File: src/rtl/wisc_pkg.sv
// Shared constants and encodings for the 16-bit WISC core pipeline.
// Set-condition selector encoding is consumed by the MEM-stage set unit.
package wisc_pkg;

   localparam int DW    = 16;
   localparam int RW    = 3;
   localparam int SEQ_W = 16;

   typedef enum logic [1:0] {
      SET_EQ = 2'b00,
      SET_LT = 2'b01,
      SET_LE = 2'b10,
      SET_CO = 2'b11
   } set_op_e;

   typedef enum logic {
      ST_RUN    = 1'b0,
      ST_HALTED = 1'b1
   } state_e;

endpackage

File: src/rtl/ex_mem_latch_if.sv
// EX-to-MEM bundle: EX-side instruction fields in, registered MEM-side copies out.
// The EX stage is the master; the pipeline latch is the slave.
interface ex_mem_latch_if #(
   parameter int DW = wisc_pkg::DW,
   parameter int RW = wisc_pkg::RW
);

   logic                      ex_valid;
   logic                      stall;
   logic                      flush;
   logic [DW-1:0]             ex_alu_out;
   logic                      ex_zero;
   logic                      ex_cout;
   logic                      ex_alu_msb;
   logic [1:0]                ex_set_op;
   logic                      ex_is_set;
   logic [DW-1:0]             ex_wdata;
   logic [RW-1:0]             ex_wb_reg;
   logic                      ex_reg_write;
   logic                      ex_mem_read;
   logic                      ex_mem_write;
   logic                      ex_halt;

   logic                      ex_ready;
   logic                      mem_valid;
   logic [DW-1:0]             mem_alu_out;
   logic [DW-1:0]             mem_wdata;
   logic                      mem_zero;
   logic                      mem_cout;
   logic                      mem_alu_msb;
   logic                      mem_is_set;
   logic [1:0]                mem_set_op;
   logic [RW-1:0]             mem_wb_reg;
   logic                      mem_reg_write;
   logic                      mem_mem_read;
   logic                      mem_mem_write;
   logic                      mem_halt;
   logic [wisc_pkg::SEQ_W-1:0] mem_seq;
   logic                      halted;

   modport master (
      output ex_valid, stall, flush, ex_alu_out, ex_zero, ex_cout, ex_alu_msb,
             ex_set_op, ex_is_set, ex_wdata, ex_wb_reg, ex_reg_write,
             ex_mem_read, ex_mem_write, ex_halt,
      input  ex_ready, mem_valid, mem_alu_out, mem_wdata, mem_zero, mem_cout,
             mem_alu_msb, mem_is_set, mem_set_op, mem_wb_reg, mem_reg_write,
             mem_mem_read, mem_mem_write, mem_halt, mem_seq, halted
   );

   modport slave (
      input  ex_valid, stall, flush, ex_alu_out, ex_zero, ex_cout, ex_alu_msb,
             ex_set_op, ex_is_set, ex_wdata, ex_wb_reg, ex_reg_write,
             ex_mem_read, ex_mem_write, ex_halt,
      output ex_ready, mem_valid, mem_alu_out, mem_wdata, mem_zero, mem_cout,
             mem_alu_msb, mem_is_set, mem_set_op, mem_wb_reg, mem_reg_write,
             mem_mem_read, mem_mem_write, mem_halt, mem_seq, halted
   );

endinterface

File: src/rtl/pipe_reg.sv
// Generic pipeline register: async active-low reset, synchronous clear, load enable.
// Clear takes priority over enable so a kill always wins over a capture.
module pipe_reg #(
   parameter int W = 8
) (
   input  logic         clk,
   input  logic         rst_n,
   input  logic         i_en,
   input  logic         i_clr,
   input  logic [W-1:0] i_d,
   output logic [W-1:0] o_q
);

   always_ff @(posedge clk or negedge rst_n) begin
      if (!rst_n) begin
         o_q <= '0;
      end else if (i_clr) begin
         o_q <= '0;
      end else if (i_en) begin
         o_q <= i_d;
      end
   end

endmodule

File: src/rtl/ex_mem_latch.sv
// EX/MEM pipeline register with stall, flush, bubble insertion, sticky halt
// and a retirement sequence tag carried alongside each captured instruction.
module ex_mem_latch #(
   parameter int DW = wisc_pkg::DW,
   parameter int RW = wisc_pkg::RW
) (
   input logic           clk,
   input logic           rst_n,
   ex_mem_latch_if.slave bus
);

   import wisc_pkg::*;

   localparam int CTL_W  = 5;
   localparam int DATA_W = 2*DW + 6 + RW + SEQ_W;

   state_e              r_state;
   state_e              w_nextState;
   logic [SEQ_W-1:0]    r_seqCnt;
   logic                w_run;
   logic                w_capture;
   logic                w_kill;
   logic [DATA_W-1:0]   w_dataD;
   logic [DATA_W-1:0]   w_dataQ;
   logic [CTL_W-1:0]    w_ctlD;
   logic [CTL_W-1:0]    w_ctlQ;

   // Flush beats stall beats advance; nothing moves once halted.
   assign w_run     = (r_state == ST_RUN);
   assign w_capture = w_run & ~bus.flush & ~bus.stall & bus.ex_valid;
   assign w_kill    = w_run & (bus.flush | (~bus.stall & ~bus.ex_valid));

   always_ff @(posedge clk or negedge rst_n) begin
      if (!rst_n) begin
         r_state <= ST_RUN;
      end else begin
         r_state <= w_nextState;
      end
   end

   always_comb begin
      w_nextState = r_state;
      case (r_state)
         ST_RUN:    if (w_capture && bus.ex_halt) w_nextState = ST_HALTED;
         ST_HALTED: w_nextState = ST_HALTED;
      endcase
   end

   always_ff @(posedge clk or negedge rst_n) begin
      if (!rst_n) begin
         r_seqCnt <= '0;
      end else if (w_capture) begin
         r_seqCnt <= r_seqCnt + 1'b1;
      end
   end

   // The tag travels with the data fields so it holds across flushes and bubbles.
   assign w_dataD = {bus.ex_alu_out, bus.ex_wdata, bus.ex_zero, bus.ex_cout,
                     bus.ex_alu_msb, bus.ex_is_set, bus.ex_set_op, bus.ex_wb_reg,
                     r_seqCnt};
   assign w_ctlD  = {1'b1, bus.ex_reg_write, bus.ex_mem_read, bus.ex_mem_write,
                     bus.ex_halt};

   pipe_reg #(.W(DATA_W)) u_dataReg (
      .clk   (clk),
      .rst_n (rst_n),
      .i_en  (w_capture),
      .i_clr (1'b0),
      .i_d   (w_dataD),
      .o_q   (w_dataQ)
   );

   pipe_reg #(.W(CTL_W)) u_ctlReg (
      .clk   (clk),
      .rst_n (rst_n),
      .i_en  (w_capture),
      .i_clr (w_kill),
      .i_d   (w_ctlD),
      .o_q   (w_ctlQ)
   );

   assign {bus.mem_alu_out, bus.mem_wdata, bus.mem_zero, bus.mem_cout,
           bus.mem_alu_msb, bus.mem_is_set, bus.mem_set_op, bus.mem_wb_reg,
           bus.mem_seq} = w_dataQ;
   assign {bus.mem_valid, bus.mem_reg_write, bus.mem_mem_read, bus.mem_mem_write,
           bus.mem_halt} = w_ctlQ;

   assign bus.ex_ready = rst_n & w_run & ~bus.stall;
   assign bus.halted   = (r_state == ST_HALTED);

endmodule

File: src/flat_wrapper.sv
// flat-port wrapper written by rule: the top's interface ports become plain ports
module ex_mem_latch_flat import wisc_pkg::*;
#(
   parameter int DW = wisc_pkg::DW,
   parameter int RW = wisc_pkg::RW
)
  (clk, rst_n, bus_ex_valid, bus_stall, bus_flush, bus_ex_alu_out, bus_ex_zero, bus_ex_cout, bus_ex_alu_msb, bus_ex_set_op, bus_ex_is_set, bus_ex_wdata, bus_ex_wb_reg, bus_ex_reg_write, bus_ex_mem_read, bus_ex_mem_write, bus_ex_halt, bus_ex_ready, bus_mem_valid, bus_mem_alu_out, bus_mem_wdata, bus_mem_zero, bus_mem_cout, bus_mem_alu_msb, bus_mem_is_set, bus_mem_set_op, bus_mem_wb_reg, bus_mem_reg_write, bus_mem_mem_read, bus_mem_mem_write, bus_mem_halt, bus_mem_seq, bus_halted);
  ex_mem_latch_if #(.DW(DW), .RW(RW)) bus_i ();
  input logic clk;
  input logic rst_n;
  input wire logic [$bits(bus_i.ex_valid)-1:0] bus_ex_valid;
  input wire logic [$bits(bus_i.stall)-1:0] bus_stall;
  input wire logic [$bits(bus_i.flush)-1:0] bus_flush;
  input wire logic [$bits(bus_i.ex_alu_out)-1:0] bus_ex_alu_out;
  input wire logic [$bits(bus_i.ex_zero)-1:0] bus_ex_zero;
  input wire logic [$bits(bus_i.ex_cout)-1:0] bus_ex_cout;
  input wire logic [$bits(bus_i.ex_alu_msb)-1:0] bus_ex_alu_msb;
  input wire logic [$bits(bus_i.ex_set_op)-1:0] bus_ex_set_op;
  input wire logic [$bits(bus_i.ex_is_set)-1:0] bus_ex_is_set;
  input wire logic [$bits(bus_i.ex_wdata)-1:0] bus_ex_wdata;
  input wire logic [$bits(bus_i.ex_wb_reg)-1:0] bus_ex_wb_reg;
  input wire logic [$bits(bus_i.ex_reg_write)-1:0] bus_ex_reg_write;
  input wire logic [$bits(bus_i.ex_mem_read)-1:0] bus_ex_mem_read;
  input wire logic [$bits(bus_i.ex_mem_write)-1:0] bus_ex_mem_write;
  input wire logic [$bits(bus_i.ex_halt)-1:0] bus_ex_halt;
  output wire logic [$bits(bus_i.ex_ready)-1:0] bus_ex_ready;
  output wire logic [$bits(bus_i.mem_valid)-1:0] bus_mem_valid;
  output wire logic [$bits(bus_i.mem_alu_out)-1:0] bus_mem_alu_out;
  output wire logic [$bits(bus_i.mem_wdata)-1:0] bus_mem_wdata;
  output wire logic [$bits(bus_i.mem_zero)-1:0] bus_mem_zero;
  output wire logic [$bits(bus_i.mem_cout)-1:0] bus_mem_cout;
  output wire logic [$bits(bus_i.mem_alu_msb)-1:0] bus_mem_alu_msb;
  output wire logic [$bits(bus_i.mem_is_set)-1:0] bus_mem_is_set;
  output wire logic [$bits(bus_i.mem_set_op)-1:0] bus_mem_set_op;
  output wire logic [$bits(bus_i.mem_wb_reg)-1:0] bus_mem_wb_reg;
  output wire logic [$bits(bus_i.mem_reg_write)-1:0] bus_mem_reg_write;
  output wire logic [$bits(bus_i.mem_mem_read)-1:0] bus_mem_mem_read;
  output wire logic [$bits(bus_i.mem_mem_write)-1:0] bus_mem_mem_write;
  output wire logic [$bits(bus_i.mem_halt)-1:0] bus_mem_halt;
  output wire logic [$bits(bus_i.mem_seq)-1:0] bus_mem_seq;
  output wire logic [$bits(bus_i.halted)-1:0] bus_halted;
  assign bus_i.ex_valid = bus_ex_valid;
  assign bus_i.stall = bus_stall;
  assign bus_i.flush = bus_flush;
  assign bus_i.ex_alu_out = bus_ex_alu_out;
  assign bus_i.ex_zero = bus_ex_zero;
  assign bus_i.ex_cout = bus_ex_cout;
  assign bus_i.ex_alu_msb = bus_ex_alu_msb;
  assign bus_i.ex_set_op = bus_ex_set_op;
  assign bus_i.ex_is_set = bus_ex_is_set;
  assign bus_i.ex_wdata = bus_ex_wdata;
  assign bus_i.ex_wb_reg = bus_ex_wb_reg;
  assign bus_i.ex_reg_write = bus_ex_reg_write;
  assign bus_i.ex_mem_read = bus_ex_mem_read;
  assign bus_i.ex_mem_write = bus_ex_mem_write;
  assign bus_i.ex_halt = bus_ex_halt;
  assign bus_ex_ready = bus_i.ex_ready;
  assign bus_mem_valid = bus_i.mem_valid;
  assign bus_mem_alu_out = bus_i.mem_alu_out;
  assign bus_mem_wdata = bus_i.mem_wdata;
  assign bus_mem_zero = bus_i.mem_zero;
  assign bus_mem_cout = bus_i.mem_cout;
  assign bus_mem_alu_msb = bus_i.mem_alu_msb;
  assign bus_mem_is_set = bus_i.mem_is_set;
  assign bus_mem_set_op = bus_i.mem_set_op;
  assign bus_mem_wb_reg = bus_i.mem_wb_reg;
  assign bus_mem_reg_write = bus_i.mem_reg_write;
  assign bus_mem_mem_read = bus_i.mem_mem_read;
  assign bus_mem_mem_write = bus_i.mem_mem_write;
  assign bus_mem_halt = bus_i.mem_halt;
  assign bus_mem_seq = bus_i.mem_seq;
  assign bus_halted = bus_i.halted;
  ex_mem_latch #(.DW(DW), .RW(RW)) u_core (.clk(clk), .rst_n(rst_n), .bus(bus_i));
endmodule
File: config.mk
export PLATFORM = sky130hd
export DESIGN_NAME = ex_mem_latch_flat
export DESIGN_NICKNAME = d
export VERILOG_FILES = /design/src/rtl/wisc_pkg.sv /design/src/rtl/ex_mem_latch_if.sv /design/src/rtl/pipe_reg.sv /design/src/rtl/ex_mem_latch.sv /design/src/flat_wrapper.sv
export SDC_FILE = /design/constraint.sdc
export NUM_CORES = 1
export LEC_CHECK = 0
export ABC_AREA = 1
export CELL_PAD_IN_SITES_DETAIL_PLACEMENT = 1
export CELL_PAD_IN_SITES_GLOBAL_PLACEMENT = 1
export CORE_MARGIN = 5
export CORE_UTILIZATION = 30
export CTS_CLUSTER_SIZE = 28
export DETAILED_ROUTE_END_ITERATION = 10
export MAX_ROUTING_LAYER = met4
export PLACE_DENSITY = 0.85
export SLEW_MARGIN = 15
export SYNTH_ARGS = -nofsm -noshare
export SYNTH_HDL_FRONTEND = slang
export SYNTH_HIERARCHICAL = 1
export SYNTH_SLANG_ARGS = --single-unit
File: constraint.sdc
create_clock -name clk -period 2.51 [get_ports clk]
set_clock_uncertainty 0.2 [all_clocks]
set_input_delay 0.3765 -clock clk [delete_from_list [all_inputs] [get_ports clk]]
set_output_delay 0.3765 -clock clk [all_outputs]
set_load 0.05 [all_outputs]
==> out/metrics.cfg <==
[sta]
fmax_mhz=462
finalSetupViolations=0
rsz0062_at_grt=no
worstMarginPinSlew_ns=0.609
worst_slew_margin_rel_pct=59.3
fin_crit_sh_pct=86.3
finalHoldViolations=0
hold_ws_ns=0.272
fin_setup_tns_ns=0
timing.final.crit_period_ns=2.17
slew_viol_final=0

[route]
first_pass_iters=4
route.detailed.drc=0
drt_wl_total_microns=9990
drt_iter0_markers=238
postRouteAntennaNets=0
viasPerCell=4.63
avgRoutedWirePerCell_microns=15.4
wl_met2_microns=5100
top_layer=met4
via_count=3009
met3_wirelength_microns=495
wl_met1_microns=4340

[clocking]
clockBufferDepth=2
clock-sinks=79
ctsHtreeMaxLevel=3
numCtsBuffers=9
cts_tree=done
worstSkewPairLatency_ns=0.33
clock-root-buffer=clkbuf_16
cts.clk_slew.worst_paths_ns=0.06

[pwr]
irDropWorstVdd_mv=0.390
p_sw_mw=0.584
p_clk_share_pct=49.5
power_density_nw_per_um2=557
comb_power_share_pct=5.4
leakagePower_nw=2.53
p_sw_share_pct=20.6
p_int_mw=2.25
seqPwrFrac_pct=45.1

[floorplan]
core_area_sq_um=11400
io_pins=114
rows=39
fp.dieH_microns=118
die_w_microns=118
die_area_sq_um=13800
start_util_pct=30.5

[setup_path]
critPathArrivalTime_ns=1.59
critPathSlowestCell=clkdlybuf4s50_1
reg2reg_depth=7
path_buf_inv=1
endpoint_kind=output port
required_ns=1.93
path_class=flip-flop to output port
worstReg2RegEnd=u_core/u_dataReg/o_q[24]$_DFFE_PN0P_
path_cells=clkdlybuf4s50_1
cp_slowest_stage_delay_ns=0.84
rr_startpoint=u_core/bus.halted$_DFF_PN0_
crit_family=buffers and inverters
setup.worst_path.start_class=flip-flop
r2r_slack_ns=0.64
crit_fanout=4

[status]
status=complete, no violations

[yosys]
muxShareOfSynthArea_pct=0
ys_seq_elements=79
synth_area_leaders=dfrtp_1 (57%), nand2_1 (18%), nand3_1 (9.4%)
yosys_warnings=6
syn-cell-area_sq_um=3470
synth_xor_area_share_pct=2.02
synth.distinct_cells=23
synthCells=391
syn_area_per_cell_sq_um=8.88
synth_top_area_share_pct=56.9
synth_compound_area_share_pct=0.180
synth-simple-area-share_pct=35.2
ys_seq_area_share_pct=56.9
synth_top_family_by_area=simple AND/OR/NAND/NOR gates
synthAdderAreaFrac_pct=0.360
synth_top_cell_by_area=dfrtp_1

[finish]
final_common_cell=nand2_1
nets=553
antenna_cells=0
drive_above_1_share_pct=8.88
syn2layout_area_growth_pct=46.4
mostFrequentLayoutCells=nand2_1 (163), clkdlybuf4s50_1 (111), dfrtp_1 (79)

[grt]
grt_max_degree=80
grt_pass1_vias=3279
grt_pass1_wl_microns=16800
antenna_found_initial=0
grt_use_total_pct=15.1
grt.overflow.total=0

[worst_hold_path]
min_path_cells=2
min_path_type=flip-flop to flip-flop
min_from=u_core/u_dataReg/o_q[2]$_DFFE_PN0P_
hold_end=u_core/u_dataReg/o_q[2]$_DFFE_PN0P_

[placed_design]
gp_congestion=0.794
hpwl_microns=7050
portBuffers=113

[run]
max-cap-violations=0

cell type report:
cell class / instances / area (sq um)
inverters: 18 / 67.6
fillers: 1328 / 6290
flip-flops and latches: 79 / 1980
multi-input cells: 277 / 1330
clock inverters: 6 / 83.8
repair buffers: 117 / 1210
well taps: 143 / 179
clock buffers: 10 / 239
how the worst max path moves through the flow:
stage | endpoint | startpoint | slack (ns) | cells after the start
final | bus_halted | u_core/bus.halted$_DFF_PN0_ | 0.34 | 1
after global routing | bus_halted | u_core/bus.halted$_DFF_PN0_ | 0.30 | 1
after detailed placement | u_core/u_dataReg/o_q[24]$_DFFE_PN0P_ | bus_flush | 0.17 | 8
after floorplan | bus_ex_ready | u_core/bus.halted$_DFF_PN0_ | 0.48 | 3
after CTS | bus_halted | u_core/bus.halted$_DFF_PN0_ | 0.32 | 1
after global placement | u_core/u_dataReg/o_q[18]$_DFFE_PN0P_ | bus_flush | -0.08 | 7
per-layer routing:
metal,global-route usage (%),up-vias
met2,24.7,76
li1,-,1453
met3,4.37,4
met5,-,-
met1,18.2,1476
met4,4.44,0
power groups by stage:
stage                     sequential (mW)  clock (mW)  combinational, mW
after floorplan                      1.30           0             0.0372
after global placement               1.30           0              0.144
after detailed placement             1.30           0              0.150
after CTS                            1.28        1.44              0.152
after global routing                 1.28        1.50              0.168
final                                1.28        1.40              0.153
kinds of logic (layout without fill, tap and decap cells):
kind of cell             Yosys count  count (layout)
AND/OR/NAND/NOR                  264             264
other                              2               3
flip-flops                        79              79
AO/OA/AOI/OAI                      1               1
adder cells (fa/ha/maj)            1               1
buffers and inverters             36             151
XOR/XNOR                           8               8
per-stage QoR:
step	cell area [sq um]	setup WS, ns	total power, mW	utilization, %	std cells
after floorplan	3480	0.477	1.34	-	392
after global placement	4730	-0.0756	1.44	41.6	632
after detailed placement	4750	0.172	1.45	41.8	633
after CTS	5080	0.320	2.87	44.7	650
after global routing	5080	0.297	2.94	44.7	650
final	5080	0.344	2.83	44.7	650
Yosys cell counts, drive strengths merged:
library cell / count
ha: 1
nor2: 19
dfrtp: 79
inv: 18
nand3: 67
clkbuf: 4
xor2: 1
o22ai: 1
nand3b: 5
xnor2: 7
nand4: 3
conb: 2
buf: 14
nand2: 170
state kept, by name, indices dropped and copies added, names as in the netlist:
| register | count |
|---|---|
| u_core/bus.halted | 1 |
| u_core/r_seqCnt | 16 |
| u_core/u_ctlReg/o_q | 5 |
| u_core/u_dataReg/o_q | 57 |
repair_timing:
action / 4_1_cts / 5_1_grt
endpoints found under the hold margin: 79 / 0
gates resized for setup: 0 / 0
buffers inserted: 0 / 0
hold buffers: 1 / 0
Power figures use the tool's default switching activity.
